## src/rtl/jt900h_intc.sv

```systemverilog
// Priority interrupt controller feeding the jt900h core: edge/level capture, per-source
// levels, vector generation and ack handshake. Optional NMI input under JT900H_INTC_NMI_EN.
module jt900h_intc #(
  parameter int          NSRC      = 8,
  parameter logic [7:0]  VBASE_RST = 8'h40
) (
  input  logic            clk,
  input  logic            rst_n,
  input  logic            cen,
  input  logic [NSRC-1:0] src,
  input  logic            cfg_we,
  input  logic [3:0]      cfg_addr,
  input  logic [7:0]      cfg_din,
  output logic [7:0]      cfg_dout,
  output logic            irq,
  output logic [2:0]      int_lvl,
  output logic [7:0]      int_addr,
`ifdef JT900H_INTC_NMI_EN
  input  logic            nmi,
`endif
  input  logic            irq_ack
);

  // Core handshake: irq is held with stable int_lvl/int_addr until the core pulses
  // irq_ack for one cen cycle; acks outside PRESENT are ignored.
  typedef enum logic [1:0] {IDLE, PRESENT, GAP} state_t;

  state_t          state;
  logic [NSRC-1:0] src_q, src_hist, pend, edge_mask;
  logic [2:0]      prio [NSRC];
  logic [7:0]      vbase;
  logic [2:0]      cur_idx;
  logic            cur_nmi;
  logic            nmi_pend;

  logic            wr, ack_fire, any_cand, cand_cur;
  logic [NSRC-1:0] rise, cand, w1c, ack_clr, idx_dec, pend_nxt;
  logic [2:0]      best_idx, best_lvl;
  logic [7:0]      pend_rd;

  assign wr       = cen & cfg_we;
  assign ack_fire = cen & irq_ack & (state == PRESENT);
  assign rise     = src_q & ~src_hist;
  assign w1c      = (wr && cfg_addr == 4'd11) ? cfg_din[NSRC-1:0] : '0;

  always_comb begin
    idx_dec = '0;
    cand    = '0;
    for (int i = 0; i < NSRC; i++) begin
      idx_dec[i] = (cur_idx == 3'(i));
      cand[i]    = pend[i] & (prio[i] != 3'd0);
    end
  end

  assign cand_cur = |(cand & idx_dec);
  assign ack_clr  = (ack_fire && !cur_nmi) ? (idx_dec & edge_mask) : '0;
  // A fresh edge in the same cycle as a clear keeps the request pending.
  assign pend_nxt = (edge_mask & (rise | (pend & ~w1c & ~ack_clr))) | (~edge_mask & src_q);

  // Scan from the top index down with >= so that ties settle on the lowest index.
  always_comb begin
    best_idx = 3'd0;
    best_lvl = 3'd0;
    any_cand = 1'b0;
    for (int i = NSRC - 1; i >= 0; i--) begin
      if (cand[i] && prio[i] >= best_lvl) begin
        best_idx = 3'(i);
        best_lvl = prio[i];
        any_cand = 1'b1;
      end
    end
  end

`ifdef JT900H_INTC_NMI_EN
  logic nmi_q, nmi_hist;

  always_ff @(posedge clk or negedge rst_n) begin
    if (!rst_n) begin
      nmi_q    <= 1'b0;
      nmi_hist <= 1'b0;
      nmi_pend <= 1'b0;
    end else if (cen) begin
      nmi_q    <= nmi;
      nmi_hist <= nmi_q;
      nmi_pend <= (nmi_q & ~nmi_hist) | (nmi_pend & ~(ack_fire & cur_nmi));
    end
  end
`else
  assign nmi_pend = 1'b0;
`endif

  always_comb begin
    pend_rd = 8'(pend);
`ifdef JT900H_INTC_NMI_EN
    if (NSRC < 8) pend_rd[7] = nmi_pend;
`endif
  end

  always_comb begin
    cfg_dout = 8'd0;
    for (int i = 0; i < NSRC; i++) begin
      if (cfg_addr == 4'(i)) cfg_dout = {5'd0, prio[i]};
    end
    case (cfg_addr)
      4'd8:    cfg_dout = vbase;
      4'd9:    cfg_dout = pend_rd;
      4'd10:   cfg_dout = 8'(edge_mask);
      default: ;
    endcase
  end

  always_ff @(posedge clk or negedge rst_n) begin
    if (!rst_n) begin
      src_q     <= '0;
      src_hist  <= '0;
      pend      <= '0;
      edge_mask <= '1;
      vbase     <= VBASE_RST;
      for (int i = 0; i < NSRC; i++) prio[i] <= 3'd0;
    end else if (cen) begin
      src_q    <= src;
      src_hist <= src_q;
      pend     <= pend_nxt;
      if (wr) begin
        for (int i = 0; i < NSRC; i++) begin
          if (cfg_addr == 4'(i)) prio[i] <= cfg_din[2:0];
        end
        if (cfg_addr == 4'd8)  vbase     <= cfg_din;
        if (cfg_addr == 4'd10) edge_mask <= cfg_din[NSRC-1:0];
      end
    end
  end

  always_ff @(posedge clk or negedge rst_n) begin
    if (!rst_n) begin
      state    <= IDLE;
      irq      <= 1'b0;
      int_lvl  <= 3'd0;
      int_addr <= 8'd0;
      cur_idx  <= 3'd0;
      cur_nmi  <= 1'b0;
    end else if (cen) begin
      case (state)
        IDLE: begin
          if (nmi_pend) begin
            irq      <= 1'b1;
            int_lvl  <= 3'd7;
            int_addr <= {vbase[7:5], 5'h1C};
            cur_nmi  <= 1'b1;
            state    <= PRESENT;
          end else if (any_cand) begin
            irq      <= 1'b1;
            int_lvl  <= best_lvl;
            int_addr <= {vbase[7:5], best_idx, 2'b00};
            cur_idx  <= best_idx;
            cur_nmi  <= 1'b0;
            state    <= PRESENT;
          end
        end
        PRESENT: begin
          if (irq_ack) begin
            irq   <= 1'b0;
            state <= GAP;
          end else if (!cur_nmi && !cand_cur) begin
            irq   <= 1'b0;
            state <= IDLE;
          end
        end
        GAP:     state <= IDLE;
        default: state <= IDLE;
      endcase
    end
  end

endmodule
```

## config.mk

```make
export PLATFORM = sky130hd
export DESIGN_NAME = jt900h_intc
export DESIGN_NICKNAME = d
export VERILOG_FILES = /design/src/rtl/jt900h_intc.sv
export SDC_FILE = /design/constraint.sdc
export NUM_CORES = 1
export LEC_CHECK = 0
export BUFFER_PORTS_ARGS = -buffer_cell sky130_fd_sc_hd__buf_2
export CAP_MARGIN = 30
export CORE_MARGIN = 5
export CORE_UTILIZATION = 44
export DETAILED_ROUTE_END_ITERATION = 8
export SLEW_MARGIN = 10
export SYNTH_ARGS = -nofsm -noshare
export SYNTH_HDL_FRONTEND = slang
export SYNTH_SLANG_ARGS = --single-unit
```

## constraint.sdc

```tcl
create_clock -name clk -period 11.8 [get_ports clk]
set_input_delay 1.77 -clock clk [delete_from_list [all_inputs] [get_ports clk]]
set_output_delay 1.77 -clock clk [all_outputs]
set_load 0.01 [all_outputs]
```

==> results of run 1 <==
[cells by family after synthesis]
group | count (synthesis) | share of synthesized area [%]
simple gates | 165 | 16.1
compound gates | 112 | 17.7
mux | 77 | 19.0
flops | 76 | 40.5
buf+inv | 34 | 2.89
fa+ha+maj | 14 | 3.71
other cells | 1 | 0.0794
[layout make-up]
type                       count  area, sq um  area share [%]
clock buffer                  12          145            2.74
timing repair buffer          44          248            4.67
multi-input combinational    370         2680            50.5
sequential                    76         1910            36.1
inverter                      13         48.8           0.920
tap                          136          170            3.21
clock inverter                 4         97.6            1.84
[routing by layer]
layer / vias to the layer above / GRT usage, % / routed length (microns)
met3: 21 / 3.18 / 719
met5: - / 0 / 0
met2: 123 / 32.0 / 5700
met1: 1904 / 27.4 / 5600
met4: 0 / 6.89 / 228
li1: 1822 / - / -
[worst max-delay path: cells and delay by family (launching register included)]
| family | cells | cell delay, ps |
|---|---|---|
| AO/OA/AOI/OAI | 18 | 3580 |
| AND/OR/NAND/NOR | 18 | 3200 |
| adder cells (fa/ha/maj) | 7 | 1970 |
| multiplexers | 4 | 1500 |
| flip-flops | 1 | 440 |
| buffers and inverters | 1 | 70 |
[worst max path at each step]
stage                  from           to  depth (start not counted)
floorplan           pend[7]  int_addr[7]                         49
global placement    pend[7]  int_addr[7]                         48
detailed placement  pend[7]  int_addr[7]                         48
CTS                 pend[7]  int_addr[7]                         48
global route        pend[7]  int_addr[7]                         48
finish              pend[7]  int_addr[7]                         48
[cells in the final DEF, fill, tap and decap left out, drive strengths merged, types with 3 or more instances in the layout]
| cell type | n |
|---|---|
| nor2b | 5 |
| inv | 13 |
| dfrtp | 67 |
| mux4 | 4 |
| o21a | 5 |
| a32o | 8 |
| clkbuf | 12 |
| nor2 | 44 |
| o31ai | 5 |
| o31a | 3 |
| bufinv | 3 |
| buf | 44 |
| o22ai | 3 |
| nor3b | 3 |
| and2 | 4 |
| and3 | 6 |
| ha | 14 |
| nor4 | 4 |
| o21ai | 28 |
| o311ai | 3 |
| nor3 | 7 |
| nand2 | 67 |
| o2bb2ai | 3 |
| or2 | 5 |
| mux2 | 61 |
| nand3 | 5 |
| a32oi | 4 |
| dfstp | 9 |
| nand2b | 8 |
| o211ai | 4 |
| a21oi | 20 |
| a21o | 5 |
| mux2i | 12 |
| a22o | 3 |
[stage by stage]
step	hold slack [ps]	total power, mW	instance area (sq um)
after global placement	474	0.817	5030
after floorplan	480	0.699	4730
after detailed placement	488	0.826	5030
after CTS	508	1.07	5270
after global routing	526	1.15	5300
final	500	1.07	5300
[flip-flops by register name (all words and copies together) (netlist names)]
signal     flops
int_addr       4
prio          24
int_lvl        3
src_hist       8
edge_mask      8
vbase          8
cur_idx        2
pend           8
irq            1
src_q          8
state          2
[report_power, final]
part / switching, mW / leakage, nW / total, mW / internal (mW)
Combinational: 0.231 / 1.26 / 0.425 / 0.194
Clock: 0.0944 / 0.117 / 0.241 / 0.147
Sequential: 0.0798 / 0.916 / 0.402 / 0.323
==> results.ini, run 1 <==
[outcome]
status = completed

[power]
p_leak_nw = 2.30
ir_drop_v = 0.000109
power_density_mw_per_mm2 = 201

[sta]
drv_slew = 0
final_period_minus_worst_setup_slack_ps = 10910
relSlewSlack_pct = 42.2
fin_skew_ps = 9.87
setup_viol_count_final = 0
finalHoldViolCount = 0
period_share_pct = 92.4
tightest_slew_ps = 864
finalWorstSetupSlack_ps = 894
rsz0062_at_grt = no
final.setup.tns_ps = 0
max_freq_mhz = 91.7

[placed_design]
pre_cts_ws_ps = 989
placed_cells = 638
dp_hpwl_microns = 9090
gp_congestion = 0.844
port_buffers = 42

[global_route]
grt_pass1_vias = 3908
antenna_found_initial = 0
grt.total_usage_pct = 19.9
grt_overflow = 0
grt_pass1_wl_microns = 20300
grt_max_degree = 77

[detailed_routing]
post_drt_via_cell_ratio = 5.91
dr.first_iter.drc_count = 174
drc = 0
postRouteAntennaNets = 0
drt_pass1_iterations = 5
via_count = 3870
wl_per_cell_microns = 18.7
routed_wl_microns = 12200

[yosys]
yosys_most_used_dff = dfrtp_1
synth_top_area_cell = dfrtp_1
yosys_warnings = 0
synth_seq_area_share_pct = 40.5
synth_area_leaders = dfrtp_1, mux2_2, nand2_1
ys_seq_elements = 76
yosysUniqueCellTypes = 63
netlist_area_sq_mm = 0.00472
async_reset_ff_share_pct = 100
yosysTopAreaCellShare_pct = 35.5
yosys-top-cells-count = dfrtp_1, nand2_1, mux2_2
synth_area_per_cell_sq_um = 9.86
synth_edf_count = 0
synthCells = 479

[die]
core.rowCount = 37
fp.coreArea_sq_mm = 0.0104
die_h_microns = 114
ioPinCount = 45
fp.dieW_microns = 114
dieArea_sq_mm = 0.0129
initial_core_util_pct = 45.4

[clocking]
cts_setup_buffers = 0
cts_tree = built
cts_buffers = 9
cts_max_level = 3
cts_buffer_depth = 2
cts_root_buf = clkbuf_8
hold_buffers = 0
clk_latency_ps = 350
clock_sinks = 76
cts-resized-gates = 0
clkSlewWorstSetupHoldPaths_ps = 80

[worst_setup_path]
critPathRequiredTime_ps = 12030
r2r_cells = 48
startpoint_type = flip-flop
end_kind = flip-flop
crit_top_cell = ha_1
reg2reg_setup_slack_ps = 890
critical_path_class = flip-flop to flip-flop
reg2reg_to = int_addr[7]
r2r_start = pend[7]
cp.arrival_ps = 11140
worstPathMaxFanout = 11
cp_slowest_cell = a311oi_1
cp_slowest_stage_delay_ps = 510

[cells_and_area]
drive_gt1_share_pct = 28.5
n_fill_cell = 989
synthToLayoutAreaGrowth_pct = 12.2
instances_no_fill = 655
final_util_pct = 50.9
diodes = 0
finalNetCount = 553

[flow_run]
maxCapViolCount = 0

[hold_path]
hold_end = irq
hp-start = irq
whs_path_depth = 1
hp-class = flip-flop to flip-flop

Power figures use the tool's default switching activity.
==> run 2, diff against run 1 <==
Settings changed: CORE_UTILIZATION 44 to 33, REMOVE_ABC_BUFFERS set to 1.
==> results.ini, run 2 (same netlist as run 1, synthesis figures left out) <==
[clocking]
cts_buffers = 9  ; unchanged
cts_max_level = 3  ; unchanged
cts_tree = built
cts_root_buf = clkbuf_16
cts_setup_buffers = 0  ; unchanged
clock_sinks = 76  ; unchanged
cts_buffer_depth = 2  ; unchanged
cts-resized-gates = 0  ; unchanged
hold_buffers = 0  ; unchanged
clk_latency_ps = 340  ; about the same
clkSlewWorstSetupHoldPaths_ps = 60  ; -20 ps

[sta]
final.setup.tns_ps = 0  ; unchanged
final_period_minus_worst_setup_slack_ps = 10830  ; -73.1 ps
rsz0062_at_grt = no
tightest_slew_ps = 811  ; -53.0 ps
relSlewSlack_pct = 45.8  ; +3.5 points
setup_viol_count_final = 0  ; unchanged
drv_slew = 0  ; unchanged
max_freq_mhz = 92.3  ; +0.67%
period_share_pct = 91.8  ; -0.62 points
fin_skew_ps = 7.57  ; -2.31 ps
finalHoldViolCount = 0  ; unchanged
hold_slack_ps = 495  ; -4.90 ps

[die]
fp.coreArea_sq_mm = 0.0139  ; +34%
die_h_microns = 130  ; +14%
core.rowCount = 43  ; +16%
ioPinCount = 45  ; unchanged
initial_core_util_pct = 33.9  ; -11 points
fp.dieW_microns = 130  ; +14%
dieArea_sq_mm = 0.0168  ; +30%

[cells_and_area]
regMostFlops = prio
n_fill_cell = 1371  ; +39%
diodes = 0  ; unchanged
finalNetCount = 554  ; +0.18%
largest_reg_flops = 24  ; unchanged
synthToLayoutAreaGrowth_pct = 15.3
mostFrequentLayoutCells = nand2_1, dfrtp_1, mux2_2
drive_gt1_share_pct = 29.2  ; +0.71 points

[worst_setup_path]
cp_slowest_stage_delay_ps = 480  ; -30 ps
startpoint_type = flip-flop
worstPathMaxFanout = 11  ; unchanged
reg2reg_setup_slack_ps = 970  ; +70 ps
cp_slowest_cell = a311oi_1
cp.arrival_ps = 11050  ; -90 ps
critical_path_class = flip-flop to flip-flop
crit_top_cell = ha_1
end_kind = flip-flop
critPathRequiredTime_ps = 12020  ; about the same

[power]
combPwrFrac_pct = 37.8  ; -2.0 points
sw_frac_of_total_pct = 37.4  ; -0.54 points
pwr-share-clk_pct = 26.3  ; +3.7 points
p_seq_share_pct = 35.9  ; -1.8 points
p_switching_uw = 422  ; +4.3%
p_leak_nw = 2.34  ; +1.7%
power_density_mw_per_mm2 = 208  ; +3.0%
internal_power_uw = 708  ; +6.7%
ir_drop_v = 0.000125  ; +15%

[global_route]
grt_overflow = 0  ; unchanged
grt_pass1_wl_microns = 21000  ; +3.4%
grt.total_usage_pct = 16.0  ; -4.0 points
antenna_found_initial = 0  ; unchanged
grt_max_degree = 77  ; unchanged
grt_pass1_vias = 4000  ; +2.4%

[detailed_routing]
dr_wl_met2_microns = 6160  ; +8.2%
via_count = 3942  ; +1.9%
post_drt_via_cell_ratio = 5.63  ; -4.7%
drc = 0  ; unchanged
met1_length_microns = 5550  ; -0.84%
dr.first_iter.drc_count = 187  ; +7.5%
postRouteAntennaNets = 0  ; unchanged
drt_pass1_iterations = 5  ; unchanged
wl_met3_microns = 646  ; -10%
wl_per_cell_microns = 18.1  ; -3.4%
routed.top_layer = met4
routed_wl_microns = 12600  ; +3.2%

[placed_design]
port_buffers = 42  ; unchanged
gp_congestion = 0.867  ; +2.6%
dp_hpwl_microns = 9380  ; +3.1%

[hold_path]
hp-class = flip-flop to flip-flop

[flow_run]
maxCapViolCount = 0  ; unchanged

[outcome]
status = completed

run 2: cell count changes in the layout (fill, tap and decap cells not counted), sizes merged:
| cell | previous run | this run |
|---|---|---|
| clkinv | 0 | 1 |
| bufinv | 3 | 2 |
| clkinvlp | 1 | 3 |
| clkbuf | 12 | 10 |
| buf | 44 | 45 |
run 2: layer usage:
layer | up-vias | track usage [%]
met5 | - | 0
met4 | 0 | 6.36
met3 | 20 | 3.50
met2 | 110 | 25.7
met1 | 1975 | 20.9
li1 | 1837 | -
run 2: path summary, 6_finish.rpt:
check / from / endpoint / cells past startpoint
worst max-delay path: pend[7] / int_addr[7] / 48
worst min-delay path: irq / irq / 1
worst max register to register: pend[7] / int_addr[7] / 48
worst min register to register: irq / irq / 1
max in group asynchronous: rst_n / edge_mask[6] / 2
min in group asynchronous: rst_n / pend[2] / 1
run 2: power by group through the flow:
stage          clock network (mW)  registers (mW)  logic, mW
6_report                    0.297           0.405      0.428
3_5_place_dp                    0           0.408      0.424
5_1_grt                     0.316           0.415      0.484
2_1_floorplan                   0           0.382      0.308
4_1_cts                     0.304           0.404      0.427
3_3_place_gp                    0           0.405      0.411
run 2: final cells by class:
type | count | area (sq um) | area share [%]
sequential | 76 | 1910 | 35.1
clock inverter | 6 | 87.6 | 1.61
inverter | 13 | 48.8 | 0.896
clock buffer | 10 | 239 | 4.39
tap | 180 | 225 | 4.13
multi-input combinational | 370 | 2680 | 49.2
timing repair buffer | 45 | 253 | 4.64
run 2: worst max-delay path, delay by kind of cell, from the launching register on:
kind	cells	cell delay, ps
compound gates	17	3500
fa+ha+maj	7	1940
buf+inv	1	80
flops	1	440
mux	4	1390
simple gates	19	3330
run 2: per-stage QoR:
stage | total power, mW | instance area, sq um | worst slack [ps] | utilization, % | cells
finish | 1.13 | 5450 | 967 | 39.1 | 700
global route | 1.21 | 5450 | 118 | 39.1 | 700
CTS | 1.13 | 5420 | 905 | 38.9 | 699
detailed placement | 0.832 | 5090 | 928 | 36.5 | 683
global placement | 0.817 | 5090 | 1430 | 36.5 | 682
floorplan | 0.690 | 4640 | 2160 | - | 459
